===== config.mk =====
export PLATFORM = sky130hd
export DESIGN_NAME = fetch_unit
export DESIGN_NICKNAME = d
export VERILOG_FILES = /design/src/rtl/simple_pkg.sv /design/src/rtl/fetch_pc.sv /design/src/rtl/fetch_unit.sv
export SDC_FILE = /design/constraint.sdc
export NUM_CORES = 1
export LEC_CHECK = 0
export ABC_AREA = 1
export CELL_PAD_IN_SITES_DETAIL_PLACEMENT = 0
export CELL_PAD_IN_SITES_GLOBAL_PLACEMENT = 1
export CORE_UTILIZATION = 35
export DETAILED_ROUTE_END_ITERATION = 10
export DONT_BUFFER_PORTS = 1
export PLACE_DENSITY = 0.58
export SYNTH_ARGS = -nofsm -noshare
export SYNTH_HDL_FRONTEND = slang
export SYNTH_SLANG_ARGS = --single-unit

===== constraint.sdc =====
create_clock -name clk -period 3.27 [get_ports clk]
set_input_delay 0.654 -clock clk [delete_from_list [all_inputs] [get_ports clk]]
set_output_delay 0.654 -clock clk [all_outputs]
set_load 0.03 [all_outputs]

===== src/rtl/simple_pkg.sv =====
// simple_pkg: shared fetch FSM states, instruction field codes and widths for the SIMPLE pipeline
package simple_pkg;
  localparam int INST_W = 16;
  localparam int PC_W = 16;
  localparam logic [1:0] FMT_ALU = 2'b11;
  localparam logic [3:0] OP_HLT = 4'b1111;
  typedef enum logic [1:0] {BOOT, RUN, HALT} fetch_state_t;
  function automatic logic is_hlt(input logic [INST_W-1:0] w);
    return w[15:14] == FMT_ALU && w[7:4] == OP_HLT;
  endfunction
endpackage


===== src/rtl/fetch_pc.sv =====
// fetch_pc: program counter with reset load, redirect, increment and hold
module fetch_pc
  import simple_pkg::*;
#(
  parameter logic [PC_W-1:0] RESET_PC = '0
) (
  input  logic            clk,
  input  logic            rst_n,
  input  logic            inc,
  input  logic            load,
  input  logic [PC_W-1:0] target,
  output logic [PC_W-1:0] pc
);
  always_ff @(posedge clk or negedge rst_n) begin
    if (!rst_n) pc <= RESET_PC;
    else pc <= load ? target : inc ? pc + 1'b1 : pc;
  end
endmodule


===== src/rtl/fetch_unit.sv =====
// fetch_unit: instruction fetch stage; FETCH_HALT_EN enables stopping on a captured HLT
module fetch_unit
  import simple_pkg::*;
#(
  parameter logic [PC_W-1:0] RESET_PC = 16'h0000,
  parameter int              IMEM_AW  = 12
) (
  input  logic               clk,
  input  logic               rst_n,
  output logic [IMEM_AW-1:0] imem_addr,
  output logic               imem_en,
  input  logic [INST_W-1:0]  imem_rdata,
  input  logic               stall,
  input  logic               br_taken,
  input  logic [PC_W-1:0]    br_target,
  output logic [INST_W-1:0]  inst,
  output logic [PC_W-1:0]    inst_pc,
  output logic               inst_valid,
  output logic               halted
);
`ifdef FETCH_HALT_EN
  localparam bit HALT_EN = 1'b1;
`else
  localparam bit HALT_EN = 1'b0;
`endif
  fetch_state_t state;
  logic [PC_W-1:0] pc, fetch_pc_q;
  logic squash, redirect, advance, capture, hlt_hit;
  always_comb begin
    redirect = state != HALT && br_taken;
    advance = state == BOOT || (state == RUN && !stall);
    imem_en = redirect || advance;
    capture = state == RUN && !stall && !br_taken;
    hlt_hit = HALT_EN && capture && !squash && is_hlt(imem_rdata);
  end
  assign imem_addr = pc[IMEM_AW-1:0];
  fetch_pc #(.RESET_PC(RESET_PC)) u_pc (
    .clk   (clk),
    .rst_n (rst_n),
    .inc   (advance),
    .load  (redirect),
    .target(br_target),
    .pc    (pc)
  );
  // fetch_pc_q tracks the address whose data is on imem_rdata this cycle
  always_ff @(posedge clk or negedge rst_n) begin
    if (!rst_n) begin
      state      <= BOOT;
      inst       <= '0;
      inst_pc    <= '0;
      inst_valid <= 1'b0;
      squash     <= 1'b0;
      halted     <= 1'b0;
      fetch_pc_q <= RESET_PC;
    end else begin
      if (imem_en) fetch_pc_q <= pc;
      if (redirect) begin
        inst_valid <= 1'b0;
        squash     <= 1'b1;
        state      <= RUN;
      end else if (capture) begin
        inst       <= imem_rdata;
        inst_pc    <= fetch_pc_q;
        inst_valid <= !squash;
        squash     <= hlt_hit;
        if (hlt_hit) begin
          state  <= HALT;
          halted <= 1'b1;
        end
      end else if (state == BOOT) begin
        state <= RUN;
      end else if (state == HALT) begin
        inst_valid <= 1'b0;
      end
    end
  end
endmodule

==> results of run 1 <==
==> cells in the mapped netlist <==
| cell type | instances |
|---|---|
| inv_2 | 2 |
| conb_1 | 2 |
| a21oi_1 | 7 |
| nand2_4 | 1 |
| inv_1 | 28 |
| buf_2 | 4 |
| mux2_1 | 4 |
| nand2_2 | 1 |
| nand3b_1 | 1 |
| dfrtp_1 | 67 |
| nor2_4 | 1 |
| nor2_2 | 1 |
| mux2_4 | 26 |
| buf_6 | 4 |
| nor2_1 | 29 |
| nand3_1 | 16 |
| buf_4 | 16 |
| o21ai_1 | 13 |
| a211oi_1 | 2 |
| o21ai_0 | 19 |
| clkbuf_1 | 2 |
| a32oi_1 | 1 |
| a31oi_1 | 2 |
| nand4_1 | 3 |
| o211ai_1 | 3 |
| ha_1 | 1 |
| nand2_1 | 75 |
==> registers in the layout, summed over array words and instances (netlist names) <==
name and cells:
fetch_pc_q 16, inst 16, inst_pc 16, inst_valid 1, squash 1, state 1
u_pc.pc 16
==> worst max-delay path, stage by stage (launching register included) <==
cell and delay [ns]:
dfrtp_1 0.40, nand2_2 0.17, nor2_2 0.05, inv_1 0.42
==> logic make-up after synthesis <==
family / Yosys count
AOI/OAI and AO/OA: 47
adders and majority gates: 1
buffers and inverters: 56
DFF: 67
muxes: 30
other: 2
and+or+nand+nor: 128
==> repair_timing <==
action,in CTS,in global routing
hold buffers,2,0
hold endpoints to repair,66,0
gates resized for setup,0,0
==> cell usage in the layout, fill, tap and decap left out, types with 3 or more instances in the layout <==
cell type,count
nand2_1,75
dfrtp_1,67
nor2_1,29
inv_1,28
mux2_4,26
o21ai_0,19
nand3_1,16
o21ai_1,13
clkbuf_8,10
a21oi_1,7
mux2_1,4
nand4_1,3
o211ai_1,3
clkinv_2,3
==> power by group through the flow <==
stage          sequential [mW]  clock, mW  combinational (mW)
6_report                  1.31      0.606               0.298
5_1_grt                   1.33      0.672               0.344
4_1_cts                   1.31      0.634               0.304
3_5_place_dp              1.33          0               0.279
3_3_place_gp              1.33          0               0.272
2_1_floorplan             1.25          0               0.318
==> final cells by class <==
class	instances	area (um2)	area share
sequential	67	1677	0.4963
multi-input combinational	208	1241	0.3674
clock buffer	10	137.6	0.04074
tap	108	135.1	0.04000
inverter	30	112.6	0.03333
timing repair buffer	3	45.04	0.01333
clock inverter	5	30.03	0.008889
==> how the worst max path moves through the flow <==
stage,endpoint,slack [ns],depth (start not counted)
floorplan,imem_en,1.52,4
global placement,inst[0],1.22,3
detailed placement,inst_pc[13],1.18,3
CTS,imem_en,1.22,3
global route,imem_en,1.16,3
finish,imem_en,1.24,3
==> layer usage <==
metal,track usage,part of all wire
met2,0.2373,0.43
met4,0.05594,0.013
met3,0.05225,0.082
met5,0,0
met1,0.2062,0.47
==> through the flow <==
stage                     total power, mW  utilization  setup slack, ns  area [um2]
after floorplan                     1.567            -            1.520        3223
after global placement              1.601       0.3603            1.220        3173
after detailed placement            1.609       0.3603            1.183        3173
after CTS                           2.250       0.3836            1.220        3378
after global routing                2.346       0.3836            1.159        3378
final                               2.214       0.3836            1.237        3378
==> run_results.csv, run 1 <==
group,metric,value,unit
outcome,status,"finished with violations",
outcome,violations,"design-rule violations",
power,peakVddDrop,173.0,uV
place,dp_hpwl,4.522,mm
power,clkPwrFrac,0.274,
floorplanning,die_x,97.96,um
worst_setup_path,rr_endpoint,"u_pc.pc[12]",
detailed_routing,wirelength,6.895,mm
yosys,synth_seq_cells,67,
worst_setup_path,reg2reg_from,"u_pc.pc[1]",
yosys,synth_seq_area_share,0.5202,
clocking,cts_made_buffers,9,
yosys,syn_nets,368,
clocking,cts_htree_levels,3,
floorplanning,dieArea,9596,um2
detailed_routing,via_per_inst,4.900,
grt,grt_pass1_vias,2173,
place,dp.cells,414,
power,p_comb_frac,0.135,
min_path,min_path_type,"in2async",
yosys,syn_inst,331,
worst_setup_path,rr_worst_depth,8,
layout,fill_cells,891,
yosys,synth_xor_area_frac,0,
timing,final-setup-viol-count,0,
grt,grt_overflow,0,
worst_setup_path,critPathKind,"reg2out",
place,place_congestion,0.7622,
clocking,cts_tree,"done",
timing,worst_pin_slew,0.5760,ns
yosys,synthAdderAreaFrac,0.003882,
grt,antenna_found_initial,0,
place,port_buffers,0,
yosys,synth.mux.area_fraction,0.1351,
worst_setup_path,crit_required,2.62,ns
timing,slew_violations,0,
floorplanning,start_util,0.3660,
yosys,synth_top_family_by_area,"simple AND/OR/NAND/NOR gates",
clocking,clock-sinks,67,
yosys,synth_compound_area_frac,0.07880,
layout,areaGrowthSynthToFinish,4.814,%
layout,num_antenna_cells,0,
detailed_routing,first_pass_iters,7,
worst_setup_path,end_kind,"primary output",
timing,timing.hold.ws,0.1990,ns
grt,grt_usage,0.1559,
power,p_int,1.415,mW
yosys,synth-simple-area-share,0.1650,
power,pwr-share-seq,0.591,
grt,grt_max_degree,67,
timing,rsz0062_at_grt,"false",
yosys,yosysUniqueCellTypes,27,
worst_setup_path,worst-path-max-fanout,11,
timing,fin_crit,2.033,ns
yosys,yosys.area.top_type,"dfrtp_1",
detailed_routing,vias,2112,
timing,tns,0,ns
detailed_routing,drtIter0Drc,129,
worst_setup_path,crit_path_start,"state[0]",
worst_setup_path,startpoint_type,"flop",
clocking,cts_max_path_buffers,2,
timing,fmax,491.9,MHz
yosys,syn_area,3223,um2
floorplanning,rows,34,
layout,stdcell_count,431,
yosys,ys_top_cells_by_area,"dfrtp_1, mux2_4, nand2_1, buf_4, nor2_1",
timing,hold_violations,0,
floorplanning,die_h,97.96,um
timing,slew_headroom,0.6156,
floorplanning,core,8806,um2
clocking,root_buffer,"clkbuf_8",
clocking,postCtsSetupRepairBufs,0,
worst_setup_path,worstPathArrival,1.38,ns
timing,fin_worst_skew,0.006712,ns
grt,grt_pass1_wl,11.57,mm
detailed_routing,remaining_drc_errors,7,
flow_run,maxCapViolations,0,
detailed_routing,ant_nets,0,
yosys,syn_area_per_cell,9.737,um2
power,switching_share,0.3609,
power,p_leak,1.645,nW
yosys,synth_top_area_share,0.5202,
yosys,synth_warnings,0,
clocking,clk_pin_slew,0.07,ns
detailed_routing,wl_per_cell,16.00,um
layout,layout-drive-gt1-share,0.1517,
floorplanning,design.portCount,83,
power,power_density,655.3,nW/um2
clocking,clk-insertion-delay-late,0.34,ns
layout,nNetsFinal,356,
timing,period_share,0.6217,
power,p_sw,799.0,uW
worst_setup_path,ff2ff_setup_slack,1.51,ns
Power figures use the tool's default switching activity.
==> inputs of run 2 (changes only) <==
Clock period 3.27 ns to 1.9 ns, I/O delays scaled along.
==> run 2 against run 1 <==
Sequential share of layout area decreased by 2.6 points. Die area stayed put. The flow finishes with violations (design-rule violations, negative hold slack). Cell count up 3.2%. Utilization up 2.1 points. Combinational power rose by 110%. Critical path type unchanged. Sequential power up 65%. Clock skew increased by 0.0020 ns. Setup slack worse by 1.1 ns.
==> run_results.csv, run 2 (synthesis results as in run 1) <==
group,metric,value,unit
timing,timing.hold.ws,-0.2795,ns
grt,grt_usage,0.1545,
floorplanning,dieArea,9596,um2
layout,nNetsFinal,369,
worst_setup_path,slowest_delay,0.42,ns
place,port_buffers,0,
floorplanning,design.portCount,83,
timing,fin_worst_skew,0.008675,ns
grt,grt_overflow,0,
min_path,min_path_type,"in2async",
clocking,clk-insertion-delay-late,0.35,ns
worst_setup_path,end_kind,"primary output",
place,dp_hpwl,4.608,mm
grt,grt_pass1_wl,11.32,mm
layout,num_antenna_cells,0,
worst_setup_path,crit_buf_inv,1,
timing,fin_crit,1.751,ns
layout,final_cell_mix,"nand2_1, dfrtp_1, nor2_1",
grt,use_met3,0.04796,
worst_setup_path,critPathKind,"reg2out",
timing,period_share,0.9218,
clocking,cts_tree,"done",
detailed_routing,ant_nets,0,
power,p_total,4.373,mW
detailed_routing,via_per_inst,4.784,
timing,fmax,571.0,MHz
grt,antenna_found_initial,0,
layout,stdcell_count,445,
worst_setup_path,crit_required,1.52,ns
worst_setup_path,cp_num_cells,3,
place,place_congestion,0.7745,
flow_run,maxCapViolations,0,
worst_setup_path,worstPathArrival,1.37,ns
worst_setup_path,startpoint_type,"flop",
detailed_routing,vias,2129,
clocking,cts_max_path_buffers,2,
timing,rsz0062_at_grt,"false",
worst_setup_path,rr_worst_depth,8,
power,p_leak,1.752,nW
detailed_routing,drtIter0Drc,93,
layout,areaGrowthSynthToFinish,10.56,%
grt,grt_max_degree,68,
grt,busiest_layer,"met2",
floorplanning,start_util,0.3660,
place,dp.cells,429,
power,power_density,1227,nW/um2
layout,mostFrequentLayoutCell,"nand2_1",
clocking,cts_htree_levels,3,
worst_setup_path,path_delay_family,"buffers and inverters",
timing,tns,0,ns
clocking,clock-sinks,67,
timing,slew_violations,0,
detailed_routing,wirelength,6.852,mm
grt,grtUsageMet2,0.2275,
layout,layout-drive-gt1-share,0.1869,
floorplanning,rows,34,
power,peakVddDrop,358.2,uV
clocking,cts_made_buffers,9,
layout,utilization,0.4047,
detailed_routing,first_pass_iters,7,
timing,hold_violations,67,
floorplanning,die_h,97.96,um
floorplanning,core,8806,um2
worst_setup_path,path_cells,"nand2_2 -> nor2_2 -> inv_1",
grt,grtUsageMet1,0.2063,
clocking,cts_resized,0,
timing,worst_pin_slew,0.5569,ns
worst_setup_path,critPathSlowestCell,"inv_1",
outcome,violations,"design-rule violations, negative hold slack",
grt,grt_pass1_vias,2158,
timing,final-setup-viol-count,0,
clocking,clk_pin_slew,0.07,ns
outcome,status,"finished with violations",
floorplanning,die_x,97.96,um
detailed_routing,wl_per_cell,15.40,um
clocking,root_buffer,"clkbuf_8",
worst_setup_path,worst-path-max-fanout,11,
detailed_routing,remaining_drc_errors,7,
timing,slew_headroom,0.6283,
clocking,postCtsSetupRepairBufs,0,
[run 2: changes by cell type in the layout (fill, tap and decap cells not counted), moves of 2 or more]
cell and delta:
buf_4 +14, bufinv_16 +4, clkinv_2 -3, clkinv_4 +2, clkinvlp_4 -2
[run 2: per-layer routing]
metal	vias up	wire length, um
met1	979	3238
met2	76	2901
met3	9	586
met5	-	0
met4	0	125
li1	1065	-
[run 2: cell type report]
class	count	area [um2]
flip-flops and latches	67	1677
multi-input cells	208	1241
fillers	853	5243
inverters	30	112.6
well taps	108	135.1
repair buffers	16	132.6
clock inverters	6	137.6
clock buffers	10	127.6
[run 2: final timing paths]
path / start / to / slack, ns
max in group asynchronous: rst_n / inst_pc[11] / 2.06
min reg2reg: squash / inst_valid / 0.45
max reg2reg: u_pc.pc[0] / u_pc.pc[12] / 0.38
min: rst_n / inst[13] / -0.28
max: state[0] / imem_en / 0.15
min in group clk: br_taken / inst_valid / 0.10
[run 2: per-stage QoR]
stage / instance area [um2] / setup WS, ns
after floorplan: 3223 / 0.6250
after global placement: 3298 / 0.4113
after detailed placement: 3298 / 0.3785
after CTS: 3563 / 0.1366
after global routing: 3563 / 0.05242
final: 3563 / 0.1486
[run 2: where the power goes]
group          switching [mW]  internal (mW)  total, mW
combinational           0.310          0.310      0.621
sequential              0.495           1.67       2.16
clock                   0.579           1.01       1.59
==> inputs of run 3 (changes only) <==
Settings changed: PLACE_DENSITY 0.58 to unset, PLACE_DENSITY_LB_ADDON set to 0.1.
==> run 3 against run 2 <==
Maximum frequency up 1.8%. Design area up 0.49%. Utilization up 0.20 points. Count of clock-buffer cells in the layout unchanged. Die area is the same. First-iteration DRC count increased by 14%. Critical path depth unchanged. Cell count is 0.90% higher. Worst hold slack gained 0.0023 ns. The flow still finishes with violations (design-rule violations, negative hold slack). Sequential share of layout area fell by 0.23 points. Clock skew grew 0.0020 ns.
==> run_results.csv, run 3 (synthesis results as in run 1) <==
group,metric,value,unit
outcome,status,"finished with violations",
outcome,violations,"design-rule violations, negative hold slack",
detailed_routing,wirelength,7.110,mm
clocking,cts_tree,"done",
timing,slew_headroom,0.6653,
grt,grt_pass1_wl,11.59,mm
detailed_routing,remaining_drc_errors,5,
timing,rsz0062_at_grt,"false",
worst_setup_path,worstPathArrival,1.34,ns
grt,antenna_found_initial,0,
floorplanning,dieArea,9596,um2
timing,fmax,581.2,MHz
floorplanning,start_util,0.3660,
timing,worst_pin_slew,0.5014,ns
worst_setup_path,worst-path-max-fanout,8,
clocking,clk_pin_slew,0.08,ns
power,power_density,1226,nW/um2
floorplanning,core,8806,um2
worst_setup_path,crit_required,1.52,ns
worst_setup_path,startpoint_type,"flop",
worst_setup_path,end_kind,"primary output",
layout,multi_input_area,1241,um2
layout,areaGrowthSynthToFinish,11.10,%
clocking,cts_resized,0,
grt,grt_max_degree,68,
floorplanning,die_x,97.96,um
timing,hold_violations,67,
clocking,cts_made_buffers,9,
timing,setup_ws,0.1795,ns
timing,final-setup-viol-count,0,
layout,layout-drive-gt1-share,0.1965,
place,dp_hpwl,4.823,mm
timing,fin_worst_skew,0.01063,ns
floorplanning,rows,34,
place,pre_cts_slack,0.4038,ns
detailed_routing,first_pass_iters,7,
clocking,clk-insertion-delay-late,0.34,ns
min_path,min_path_type,"in2async",
layout,fill_cells,873,
clocking,cts_max_path_buffers,2,
layout,mostFrequentLayoutCell,"nand2_1",
power,p_leak,1.764,nW
clocking,cts_htree_levels,3,
timing,tns,0,ns
flow_run,maxCapViolations,0,
layout,regArea,1677,um2
timing,fin_crit,1.721,ns
layout,final_cell_mix,"nand2_1, dfrtp_1, nor2_1",
layout,nNetsFinal,373,
floorplanning,die_h,97.96,um
layout,num_antenna_cells,0,
detailed_routing,via_per_inst,4.833,
clocking,clock-sinks,67,
floorplanning,design.portCount,83,
worst_setup_path,critPathKind,"reg2out",
detailed_routing,wl_per_cell,15.84,um
layout,utilization,0.4067,
power,peakVddDrop,373.6,uV
grt,grt_pass1_vias,2179,
worst_setup_path,ff2ff_setup_slack,0.40,ns
timing,slew_violations,0,
place,place_congestion,0.7776,
clocking,root_buffer,"clkbuf_8",
detailed_routing,vias,2170,
detailed_routing,ant_nets,0,
grt,grt_usage,0.1585,
grt,grt_overflow,0,
clocking,postCtsSetupRepairBufs,0,
timing,timing.hold.ws,-0.2772,ns
place,port_buffers,0,
timing,period_share,0.9055,
detailed_routing,drtIter0Drc,106,
==> run 3: path summary, 6_finish.rpt <==
path                       startpoint          end  cells past startpoint
max                          state[0]      imem_en                      3
min                             rst_n     inst[11]                      0
max reg2reg                u_pc.pc[0]  u_pc.pc[10]                      8
min reg2reg                    squash   inst_valid                      1
max in group asynchronous       rst_n  u_pc.pc[14]                      0
min in group clk             br_taken   inst_valid                      1
==> run 3: layout make-up <==
cell class / count / area share
Clock inverter: 6 / 0.03843
Sequential cell: 67 / 0.4682
Tap cell: 108 / 0.03774
Multi-Input combinational cell: 208 / 0.3466
Clock buffer: 10 / 0.03564
Inverter: 30 / 0.03145
Timing Repair Buffer: 20 / 0.04193
==> run 3: power breakdown <==
part,total (mW),internal [mW],switching (mW)
sequential,2.17,1.67,0.505
clock,1.59,1.01,0.584
combinational,0.621,0.312,0.309
==> run 3: stage by stage <==
| step | std cells | power, mW | area, um2 | hold slack [ns] |
|---|---|---|---|---|
| detailed placement | 433 | 2.832 | 3316 | 0.08587 |
| finish | 449 | 4.388 | 3581 | -0.2772 |
| CTS | 449 | 4.445 | 3581 | -0.2929 |
| floorplan | 331 | 2.697 | 3223 | 0.08441 |
| global route | 449 | 4.601 | 3581 | -0.2970 |
| global placement | 433 | 2.820 | 3316 | 0.08589 |
==> run 3: critical path, cell delays in order, from the launching register on <==
cell     delay [ns]
dfrtp_1        0.40
nand2_2        0.16
nor2_2         0.06
inv_1          0.38
==> run 3: layer usage <==
| metal | routed length, um | track usage |
|---|---|---|
| met2 | 3046 | 0.2264 |
| met5 | 0 | 0 |
| met3 | 437 | 0.03865 |
| met1 | 3511 | 0.2250 |
| met4 | 114 | 0.07343 |
